File: src/rtl/tft_pkg.sv
// Shared definitions for the TFT command sequencer.
//   - ROM entry type codes (COMM / DATA / WAIT / END) and the 10-bit entry width
//   - TFT opcodes used by the runtime window set-up
//   - controller state encoding
//   - win_byte(): byte/dc pair for position idx of the 11-byte window burst
package tft_pkg;

  localparam int ENTRY_W   = 10;
  localparam int WIN_BYTES = 11;

  localparam logic [7:0] CASET = 8'h2A;
  localparam logic [7:0] PASET = 8'h2B;
  localparam logic [7:0] RAMWR = 8'h2C;

  typedef enum logic [1:0] {
    ENT_COMM = 2'b00,
    ENT_DATA = 2'b01,
    ENT_WAIT = 2'b10,
    ENT_END  = 2'b11
  } entry_t;

  typedef enum logic [2:0] {
    ST_IDLE,
    ST_INIT_FETCH,
    ST_SEND,
    ST_DELAY,
    ST_READY,
    ST_WIN
  } state_t;

  // Returns {dc, byte}. Coordinates arrive zero-extended to 16 bits.
  function automatic logic [8:0] win_byte(input logic [3:0]  idx,
                                          input logic [15:0] x0,
                                          input logic [15:0] x1,
                                          input logic [15:0] y0,
                                          input logic [15:0] y1);
    logic [8:0] b;
    case (idx)
      4'd0:    b = {1'b0, CASET};
      4'd1:    b = {1'b1, x0[15:8]};
      4'd2:    b = {1'b1, x0[7:0]};
      4'd3:    b = {1'b1, x1[15:8]};
      4'd4:    b = {1'b1, x1[7:0]};
      4'd5:    b = {1'b0, PASET};
      4'd6:    b = {1'b1, y0[15:8]};
      4'd7:    b = {1'b1, y0[7:0]};
      4'd8:    b = {1'b1, y1[15:8]};
      4'd9:    b = {1'b1, y1[7:0]};
      4'd10:   b = {1'b0, RAMWR};
      default: b = 9'h000;
    endcase
    return b;
  endfunction

endpackage

File: src/rtl/ms_timer.sv
// Millisecond delay timer.
//   load  : restart the prescaler and load the ms count
//   ms    : delay in milliseconds (sampled on load)
//   run   : prescaler advances only while high
//   done  : count has reached zero
// The first ms elapses exactly CLK_HZ/1000 cycles after the first run cycle
// following a load.
module ms_timer #(
  parameter int CLK_HZ = 50000000,
  parameter int WAIT_W = 8
) (
  input  logic              clk,
  input  logic              rst,
  input  logic              load,
  input  logic [WAIT_W-1:0] ms,
  input  logic              run,
  output logic              done
);

  localparam int TICK  = (CLK_HZ / 1000 < 1) ? 1 : CLK_HZ / 1000;
  localparam int PRE_W = (TICK > 1) ? $clog2(TICK) : 1;

  logic [PRE_W-1:0]  pre_q, pre_d;
  logic [WAIT_W-1:0] cnt_q, cnt_d;
  logic              tick;

  assign tick = run && (pre_q == PRE_W'(TICK - 1));
  assign done = (cnt_q == '0);

  always_comb begin
    pre_d = pre_q;
    cnt_d = cnt_q;
    if (load) begin
      pre_d = '0;
      cnt_d = ms;
    end else if (run) begin
      if (tick) begin
        pre_d = '0;
        if (cnt_q != '0) cnt_d = cnt_q - 1'b1;
      end else begin
        pre_d = pre_q + 1'b1;
      end
    end
  end

  always_ff @(posedge clk) begin
    if (rst) begin
      pre_q <= '0;
      cnt_q <= '0;
    end else begin
      pre_q <= pre_d;
      cnt_q <= cnt_d;
    end
  end

endmodule

File: src/rtl/tft_cmd_sequencer.sv
// TFT command sequencer.
// Replays a ROM of {type[1:0], payload[7:0]} entries to the byte transmitter,
// then sits in READY serving window requests with a CASET/PASET/RAMWR burst.
// Ports:
//   clk, rst                 clock, synchronous active-high reset
//   start                    begin / replay the init sequence (ignored while busy)
//   tft_busy                 transmitter busy
//   win_req, win_x0..win_y1  window request (level) and inclusive bounds
//   tft_dc/tft_data          byte and command(0)/data(1) flag, held between strobes
//   tft_transmit             one-cycle send strobe
//   busy, init_done          status
//   win_ack, win_err         one-cycle request accept / reject pulses
// ROM contents come from ROM_INIT (entry i at bits [i*10 +: 10]).
module tft_cmd_sequencer
  import tft_pkg::*;
#(
  parameter int                           CLK_HZ   = 50000000,
  parameter int                           SEQ_LEN  = 64,
  parameter string                        ROM_FILE = "tft_init.mem",
  parameter logic [SEQ_LEN*ENTRY_W-1:0]   ROM_INIT = '0,
  parameter int                           COORD_W  = 16,
  parameter int                           WAIT_W   = 8
) (
  input  logic               clk,
  input  logic               rst,
  input  logic               start,
  input  logic               tft_busy,
  input  logic               win_req,
  input  logic [COORD_W-1:0] win_x0,
  input  logic [COORD_W-1:0] win_x1,
  input  logic [COORD_W-1:0] win_y0,
  input  logic [COORD_W-1:0] win_y1,
  output logic               tft_dc,
  output logic [7:0]         tft_data,
  output logic               tft_transmit,
  output logic               busy,
  output logic               init_done,
  output logic               win_ack,
  output logic               win_err
);

  localparam int IDX_W  = $clog2(SEQ_LEN + 1);
  localparam int ADDR_W = (SEQ_LEN > 1) ? $clog2(SEQ_LEN) : 1;

  // ROM with one-cycle registered read. The address is taken from the
  // next-state index so the entry is already valid in INIT_FETCH.
  logic [ENTRY_W-1:0] rom [SEQ_LEN];
  logic [ENTRY_W-1:0] rom_q;
  logic [ADDR_W-1:0]  rom_addr;

  for (genvar i = 0; i < SEQ_LEN; i++) begin : g_ent
    assign rom[i] = ROM_INIT[i*ENTRY_W +: ENTRY_W];
  end

  state_t             state_q, state_d;
  logic [IDX_W-1:0]   index_q, index_d;
  logic [3:0]         win_idx_q, win_idx_d;
  logic               in_win_q, in_win_d;
  logic [COORD_W-1:0] x0_q, x0_d, x1_q, x1_d, y0_q, y0_d, y1_q, y1_d;
  logic               tft_transmit_q, tft_transmit_d;
  logic               tft_dc_q, tft_dc_d;
  logic [7:0]         tft_data_q, tft_data_d;
  logic               guard_q, guard_d;
  logic               win_ack_q, win_ack_d;
  logic               win_err_q, win_err_d;
  logic               err_block_q, err_block_d;

  logic               tmr_load, tmr_done;
  logic               send_ok;
  logic [8:0]         win_pair;
  entry_t             ent_type;

  assign rom_addr = (index_d >= IDX_W'(SEQ_LEN)) ? '0 : index_d[ADDR_W-1:0];

  always_ff @(posedge clk) begin
    rom_q <= rom[rom_addr];
  end

  ms_timer #(
    .CLK_HZ (CLK_HZ),
    .WAIT_W (WAIT_W)
  ) u_ms_timer (
    .clk  (clk),
    .rst  (rst),
    .load (tmr_load),
    .ms   (WAIT_W'(rom_q[7:0])),
    .run  (state_q == ST_DELAY),
    .done (tmr_done)
  );

  assign ent_type = entry_t'(rom_q[9:8]);

  // Never strobe in the strobe cycle or the one after it: a transmitter that
  // raises busy a cycle late must still be seen before the next strobe.
  assign send_ok  = !tft_busy && !tft_transmit_q && !guard_q;

  assign win_pair = win_byte(win_idx_q, 16'(x0_q), 16'(x1_q), 16'(y0_q), 16'(y1_q));

  always_comb begin
    state_d        = state_q;
    index_d        = index_q;
    win_idx_d      = win_idx_q;
    in_win_d       = in_win_q;
    x0_d           = x0_q;
    x1_d           = x1_q;
    y0_d           = y0_q;
    y1_d           = y1_q;
    tft_transmit_d = 1'b0;
    tft_dc_d       = tft_dc_q;
    tft_data_d     = tft_data_q;
    guard_d        = tft_transmit_q;
    win_ack_d      = 1'b0;
    win_err_d      = 1'b0;
    err_block_d    = err_block_q && win_req;
    tmr_load       = 1'b0;

    case (state_q)
      ST_IDLE: begin
        if (start) begin
          index_d  = '0;
          in_win_d = 1'b0;
          state_d  = ST_INIT_FETCH;
        end
      end

      ST_INIT_FETCH: begin
        if (index_q == IDX_W'(SEQ_LEN)) begin
          state_d = ST_READY;
        end else begin
          case (ent_type)
            ENT_COMM, ENT_DATA: state_d = ST_SEND;
            ENT_WAIT: begin
              tmr_load = 1'b1;
              state_d  = ST_DELAY;
            end
            default: state_d = ST_READY;
          endcase
        end
      end

      ST_SEND: begin
        if (send_ok) begin
          tft_transmit_d = 1'b1;
          if (in_win_q) begin
            {tft_dc_d, tft_data_d} = win_pair;
            if (win_idx_q == 4'(WIN_BYTES - 1)) begin
              in_win_d = 1'b0;
              state_d  = ST_READY;
            end else begin
              win_idx_d = win_idx_q + 4'd1;
              state_d   = ST_WIN;
            end
          end else begin
            tft_dc_d   = (ent_type == ENT_DATA);
            tft_data_d = rom_q[7:0];
            index_d    = index_q + 1'b1;
            state_d    = ST_INIT_FETCH;
          end
        end
      end

      ST_DELAY: begin
        if (tmr_done) begin
          index_d = index_q + 1'b1;
          state_d = ST_INIT_FETCH;
        end
      end

      ST_READY: begin
        if (start) begin
          index_d  = '0;
          in_win_d = 1'b0;
          state_d  = ST_INIT_FETCH;
        end else if (win_req && !err_block_q) begin
          if (win_x0 <= win_x1 && win_y0 <= win_y1) begin
            x0_d      = win_x0;
            x1_d      = win_x1;
            y0_d      = win_y0;
            y1_d      = win_y1;
            win_ack_d = 1'b1;
            win_idx_d = '0;
            in_win_d  = 1'b1;
            state_d   = ST_WIN;
          end else begin
            // Rejected requests stay blocked until win_req drops.
            win_err_d   = 1'b1;
            err_block_d = 1'b1;
          end
        end
      end

      ST_WIN: state_d = ST_SEND;

      default: state_d = ST_IDLE;
    endcase
  end

  always_ff @(posedge clk) begin
    if (rst) begin
      state_q        <= ST_IDLE;
      index_q        <= '0;
      win_idx_q      <= '0;
      in_win_q       <= 1'b0;
      x0_q           <= '0;
      x1_q           <= '0;
      y0_q           <= '0;
      y1_q           <= '0;
      tft_transmit_q <= 1'b0;
      tft_dc_q       <= 1'b0;
      tft_data_q     <= '0;
      guard_q        <= 1'b0;
      win_ack_q      <= 1'b0;
      win_err_q      <= 1'b0;
      err_block_q    <= 1'b0;
    end else begin
      state_q        <= state_d;
      index_q        <= index_d;
      win_idx_q      <= win_idx_d;
      in_win_q       <= in_win_d;
      x0_q           <= x0_d;
      x1_q           <= x1_d;
      y0_q           <= y0_d;
      y1_q           <= y1_d;
      tft_transmit_q <= tft_transmit_d;
      tft_dc_q       <= tft_dc_d;
      tft_data_q     <= tft_data_d;
      guard_q        <= guard_d;
      win_ack_q      <= win_ack_d;
      win_err_q      <= win_err_d;
      err_block_q    <= err_block_d;
    end
  end

  assign tft_transmit = tft_transmit_q;
  assign tft_dc       = tft_dc_q;
  assign tft_data     = tft_data_q;
  assign win_ack      = win_ack_q;
  assign win_err      = win_err_q;
  assign init_done    = (state_q == ST_READY);
  assign busy         = (state_q != ST_IDLE) && (state_q != ST_READY);

endmodule

File: config.mk
export PLATFORM = sky130hd
export DESIGN_NAME = tft_cmd_sequencer
export DESIGN_NICKNAME = d
export VERILOG_FILES = /design/src/rtl/tft_pkg.sv /design/src/rtl/ms_timer.sv /design/src/rtl/tft_cmd_sequencer.sv
export SDC_FILE = /design/constraint.sdc
export NUM_CORES = 1
export LEC_CHECK = 0
export ABC_CLOCK_PERIOD_IN_PS = 3250
export CAP_MARGIN = 10
export CORE_MARGIN = 1
export CORE_UTILIZATION = 57
export CTS_BUF_LIST = sky130_fd_sc_hd__clkbuf_8
export CTS_CLUSTER_DIAMETER = 40
export DETAILED_ROUTE_END_ITERATION = 7
export GPL_TIMING_DRIVEN = 0
export PLACE_DENSITY = 0.92
export SLEW_MARGIN = 40
export SYNTH_ARGS = -nofsm -noshare
export SYNTH_HDL_FRONTEND = slang
export SYNTH_SLANG_ARGS = --single-unit
File: constraint.sdc
create_clock -name clk -period 3.25 [get_ports clk]
set_input_delay 0.65 -clock clk [delete_from_list [all_inputs] [get_ports clk]]
set_output_delay 0.65 -clock clk [all_outputs]
set_load 0.005 [all_outputs]
==> results of run 1 <==
-- sequential cells by signal (all words and copies together), names as in the netlist, 3 cells and up --
register / flops
y1_q: 16
u_ms_timer.cnt_q: 8
u_ms_timer.pre_q: 16
y0_q: 16
state_q: 3
x1_q: 16
win_idx_q: 4
x0_q: 16
index_q: 7
tft_data: 8
-- cells in the final DEF, fill, tap and decap left out, drive strengths merged, types with 8 or more instances in the layout --
cell,count
clkdlybuf4s50,81
ha,41
nor3,9
nand3,23
buf,13
nor2b,8
inv,46
a21oi,33
a22o,8
mux2i,67
clkbuf,47
nand2,39
o21ai,20
or3,8
nor2,125
a22oi,16
dfxtp,117
xor2,20
nand4,11
-- worst paths after layout --
check               startpoint     endpoint  slack, ps  depth (start not counted)
setup reg to reg  win_idx_q[0]  tft_data[5]        540                          9
setup / recovery     win_x1[7]     y1_q[11]         20                         11
hold / removal     tft_data[5]  tft_data[5]        490                          2
hold reg to reg    tft_data[5]  tft_data[5]        490                          2
-- cells by family (layout without fill, tap and decap cells) --
| group | count (synthesis) | in the layout | share of synthesized area |
|---|---|---|---|
| multiplexers | 70 | 70 | 0.117 |
| AND/OR/NAND/NOR | 251 | 251 | 0.190 |
| buffers and inverters | 82 | 198 | 0.0563 |
| XOR/XNOR | 25 | 25 | 0.0365 |
| adder cells (fa/ha/maj) | 41 | 41 | 0.0855 |
| flip-flops | 117 | 117 | 0.390 |
| AO/OA/AOI/OAI | 112 | 112 | 0.124 |
-- per-layer routing --
layer / routed length [µm] / share of wire / global-route usage
met1: 6920 / 0.40 / 0.364
met4: 606 / 0.035 / 0.151
met5: 0 / 0 / 0
met3: 1030 / 0.059 / 0.0686
met2: 8780 / 0.51 / 0.582
-- per-stage QoR --
step	power (mW)	util	TNS, ps	hold slack, ps	setup WS (ps)
2_1_floorplan	1.62	-	0	448	534
3_3_place_gp	1.76	0.679	-23280	459	-425
3_5_place_dp	1.78	0.679	-26070	470	-492
4_1_cts	3.25	0.725	0	480	1.52
5_1_grt	3.37	0.730	-10240	518	-234
6_report	3.27	0.730	0	486	23.3
-- cell type report --
class / count / share of cell area
plain buffers: 37 / 0.0237
clock buffers: 20 / 0.0367
clock inverters: 12 / 0.0237
inverters: 45 / 0.0225
multi-input cells: 499 / 0.447
flip-flops and latches: 117 / 0.312
well taps: 136 / 0.0227
repair buffers: 84 / 0.111
-- power by group --
| part | internal, mW | total, mW | switching (mW) |
|---|---|---|---|
| registers | 1.44 | 1.45 | 0.00726 |
| clock network | 0.896 | 1.51 | 0.613 |
| logic | 0.147 | 0.311 | 0.164 |
-- synthesized netlist by cell type (all sizes together) (2+ instances only) --
cell type | instances | area, µm²
ha | 41 | 513
a22oi | 16 | 120
mux2i | 67 | 671
clkbuf | 25 | 93.8
and3 | 7 | 43.8
nor3b | 4 | 30.0
mux2 | 3 | 33.8
o21ai | 20 | 100
xor2 | 20 | 175
buf | 12 | 75.1
o22ai | 5 | 31.3
a222oi | 6 | 60.1
a31oi | 4 | 25.0
nor2 | 125 | 469
xnor2 | 5 | 43.8
nor2b | 8 | 50.1
a21oi | 33 | 165
dfxtp | 117 | 2340
or3 | 8 | 50.1
and4 | 2 | 17.5
nand4 | 11 | 68.8
nor4 | 3 | 18.8
nor3 | 9 | 45.0
a221oi | 7 | 67.6
nand3 | 23 | 115
o21a | 2 | 15.0
a211oi | 5 | 37.5
nor4b | 2 | 17.5
nand2b | 6 | 37.5
inv | 45 | 169
nand2 | 39 | 146
a22o | 8 | 70.1
-- what timing repair did --
item / in CTS / in global routing
gates resized for setup: 2 / 6
pin swaps: 1 / 2
setup buffers: 0 / 3
setup endpoints to repair: 32 / 51
-- worst max-delay path, stage by stage --
cell and delay [ps]:
clkdlybuf4s50_1 500, inv_1 60, ha_1 300, a21oi_1 140
o21ai_0 120, a221oi_1 350, o221ai_2 240, a221oi_4 450
clkbuf_4 350, mux2i_1 270, nor2_1 90
==> out/metrics.csv, run 1 <==
metric,value,unit
place_congestion,0.962,
worst_pin_slew,709,ps
area_growth,25.0,%
antennaDiodeCount,0,
cts_tree,built,
via_count,5691,
postCtsHoldBufs,0,
synth_edf_count,0,
synth.ff_latch_count,117,
fin_crit,3230,ps
power_density,435,nW/µm²
via_per_inst,5.99,
placedInstanceArea,6980,µm²
cp-start-kind,input port,
synthArstFlopShare,0,
fin_area,7500,µm²
initial_core_util,0.584,
crit_fanout,10,
drv_slew,0,
io_buffers,81,
grt_max_degree,17,
antenna_violating_nets_post_route,0,
overflow,0,
die_h,105,µm
max-slew-margin-rel,0.527,
die-area,10900,µm²
first_global_vias,5796,
maxCapViolCount,0,
avgRoutedWirePerCell,18.3,µm
rows,37,
ys_seq_area_frac,0.390,
grt_usage,0.324,
min_path_type,flop to flop,
min_period_over_period,0.993,
multiInputGateArea,3360,µm²
cp.arrival,3520,ps
nNetsFinal,911,
final-seq-area,2340,µm²
h-tree-depth,4,
layout-drive-gt1-share,0.0614,
netlist_area,6000,µm²
cts-root-buf,clkbuf_8,
syn_inst,698,
clkLatencyLatePin,440,ps
grt_antenna_before_repair,0,
initialDrtViolationCount,536,
clk_path_buf_depth,2,
syn_area_per_cell,8.60,µm²
violations,design-rule violations,
dr.pass1.iters,7,
yosys_warnings,0,
io_pins,83,
fillers,750,
die_w,105,µm
path_class,input port to flop,
required,3550,ps
status,"complete, but fails checks",
cts_sinks,117,
fin_cells,950,
hold_viol_final,0,
syn-num-nets,808,
ir_worst_vdd,0.000316,V
synth.lib_cells_used.distinct,46,
dp_cells,915,
cts_made_buffers,17,
clkTransAtPathRegs,70,ps
synth_ff_type,dfxtp_1,
p_leak,2.83,nW
finClkSkew,6.55,ps
remaining_drc_errors,2,
fmax,310,MHz
coreArea,10300,µm²
totalWireLength,17.3,mm
crit_path_end_kind,flop,
grt_pass1_wl,27.8,mm
setup_viol,0,
dp_hpwl,12.8,mm
No activity file was read; power rests on OpenSTA's default activity.
==> inputs of run 2 (changes only) <==
--- a/config.mk
+++ b/config.mk
@@ -13,7 +13,7 @@
 export CTS_CLUSTER_DIAMETER = 40
 export DETAILED_ROUTE_END_ITERATION = 7
 export GPL_TIMING_DRIVEN = 0
-export PLACE_DENSITY = 0.92
+export PLACE_DENSITY = 0.82
 export SLEW_MARGIN = 40
 export SYNTH_ARGS = -nofsm -noshare
 export SYNTH_HDL_FRONTEND = slang
==> run 2 against run 1 <==
Against the previous run: the run now ends clean; design area decreased by 1.3%; fmax is 2.6% higher; via count shrank 2.0%; clock-buffer cell count is 1 lower; flip-flop and latch count did not move; utilization is 0.91 points lower; register-to-register slack better by 130 ps; die area unchanged; largest power group is now sequential cells; highest routed layer unchanged.
==> out/metrics.csv, run 2 (synthesized netlist as in run 1, its figures left out) <==
metric,value,unit,change
status,"finished, final reports clean",,
p_leak,2.80,nW,-1.1%
antenna_violating_nets_post_route,0,,unchanged
cts_tree,built,,
finClkSkew,8.52,ps,+1.97 ps
area_growth,23.4,%,
rows,37,,unchanged
maxCapViolCount,0,,unchanged
required,3550,ps,about the same
via_per_inst,5.88,,-1.9%
drv_slew,0,,unchanged
clkLatencyLatePin,430,ps,about the same
hold_depth,2,,unchanged
clk_path_buf_depth,2,,unchanged
final_cell_mix,"nor2_1, dfxtp_1, clkdlybuf4s50_1, mux2i_1, inv_1",,
dr.pass1.iters,5,,-2
grt_pass1_wl,25.9,mm,-6.6%
antennaDiodeCount,0,,unchanged
p_total,2.95,mW,-9.8%
grt_usage,0.303,,-0.0202
h-tree-depth,4,,unchanged
io_buffers,81,,unchanged
overflow,0,,unchanged
path_class,input port to flop,,
fin_area,7410,µm²,-1.3%
setup_viol,0,,unchanged
min_period_over_period,0.967,,-0.0254
initial_core_util,0.584,,unchanged
grt_antenna_before_repair,0,,unchanged
whs,463,ps,-23.1 ps
cts-root-buf,clkbuf_8,,
avgRoutedWirePerCell,17.3,µm,-5.5%
mostFrequentLayoutCell,nor2_1,,
dp_cells,915,,unchanged
cts_sinks,117,,unchanged
worst_pin_slew,631,ps,-78.3 ps
cp.arrival,3440,ps,-80 ps
cp-start-kind,input port,,
power_density,398,nW/µm²,-8.6%
via_count,5579,,-2.0%
r2r_cells,9,,unchanged
fin_crit,3140,ps,-82.4 ps
remaining_drc_errors,0,,-2
place_congestion,0.983,,+2.2%
cts_made_buffers,17,,unchanged
first_global_vias,5518,,-4.8%
fillers,792,,+5.6%
die_w,105,µm,unchanged
io_pins,83,,unchanged
hold_viol_final,0,,unchanged
nNetsFinal,911,,unchanged
layout-drive-gt1-share,0.0603,,-0.00115
clkTransAtPathRegs,70,ps,about the same
fin_cells,949,,-0.11%
die_h,105,µm,unchanged
crit_fanout,10,,unchanged
postLayoutCoreUtil,0.721,,-0.00913
max-slew-margin-rel,0.580,,+0.0522
placedInstanceArea,6980,µm²,unchanged
coreArea,10300,µm²,unchanged
totalWireLength,16.4,mm,-5.6%
ir_worst_vdd,0.000286,V,-9.6%
crit_path_end_kind,flop,,
initialDrtViolationCount,498,,-7.1%
dp_hpwl,12.3,mm,-3.9%
min_path_type,flop to flop,,
die-area,10900,µm²,unchanged
grt_max_degree,17,,unchanged
fmax,318,MHz,+2.6%
[run 2: metal layers]
| metal | track usage | vias up | routed length [µm] |
|---|---|---|---|
| met4 | 0.164 | 0 | 734 |
| li1 | - | 2643 | - |
| met1 | 0.332 | 2630 | 6430 |
| met2 | 0.548 | 245 | 8180 |
| met3 | 0.0611 | 61 | 1030 |
| met5 | 0 | - | 0 |
[run 2: area by class of cell]
class | instances | area (µm²) | area share
multi-input cells | 499 | 3370 | 0.455
flip-flops and latches | 117 | 2340 | 0.316
well taps | 136 | 170 | 0.0230
clock buffers | 19 | 262 | 0.0353
inverters | 45 | 169 | 0.0228
repair buffers | 84 | 833 | 0.113
clock inverters | 12 | 91.3 | 0.0123
plain buffers | 37 | 173 | 0.0233
[run 2: worst max-delay path, cell delays in order]
cell and delay (ps):
clkdlybuf4s50_1 480, inv_1 50, ha_1 310, nand4_1 210, or4_4 640, a221oi_4 380, buf_2 390, mux2i_1 260
nor2_1 60
[run 2: final timing paths]
kind                              startpoint     endpoint  slack (ps)
worst max-delay path              win_x1[14]      y0_q[4]         110
worst min-delay path                  tft_dc       tft_dc         460
worst max register to register  win_idx_q[0]  tft_data[5]         670
worst min register to register        tft_dc       tft_dc         460
[run 2: power breakdown]
part	switching (mW)	internal (mW)	leakage [nW]	total, mW
clock	0.567	0.624	0.183	1.19
combinational	0.161	0.148	1.68	0.309
sequential	0.00707	1.44	0.942	1.45
total	0.735	2.21	2.80	2.95
[run 2: stage by stage]
stage | worst slack (ps) | TNS (ps)
after floorplan | 534 | 0
after global placement | -302 | -14840
after global routing | -0.108 | -0.108
after CTS | 25.2 | 0
after detailed placement | -432 | -20900
final | 106 | 0
[run 2: repair_timing]
action,CTS,global route
setup buffers,0,3
hold buffers,0,0
setup endpoints to repair,0,59
resized for setup,0,8
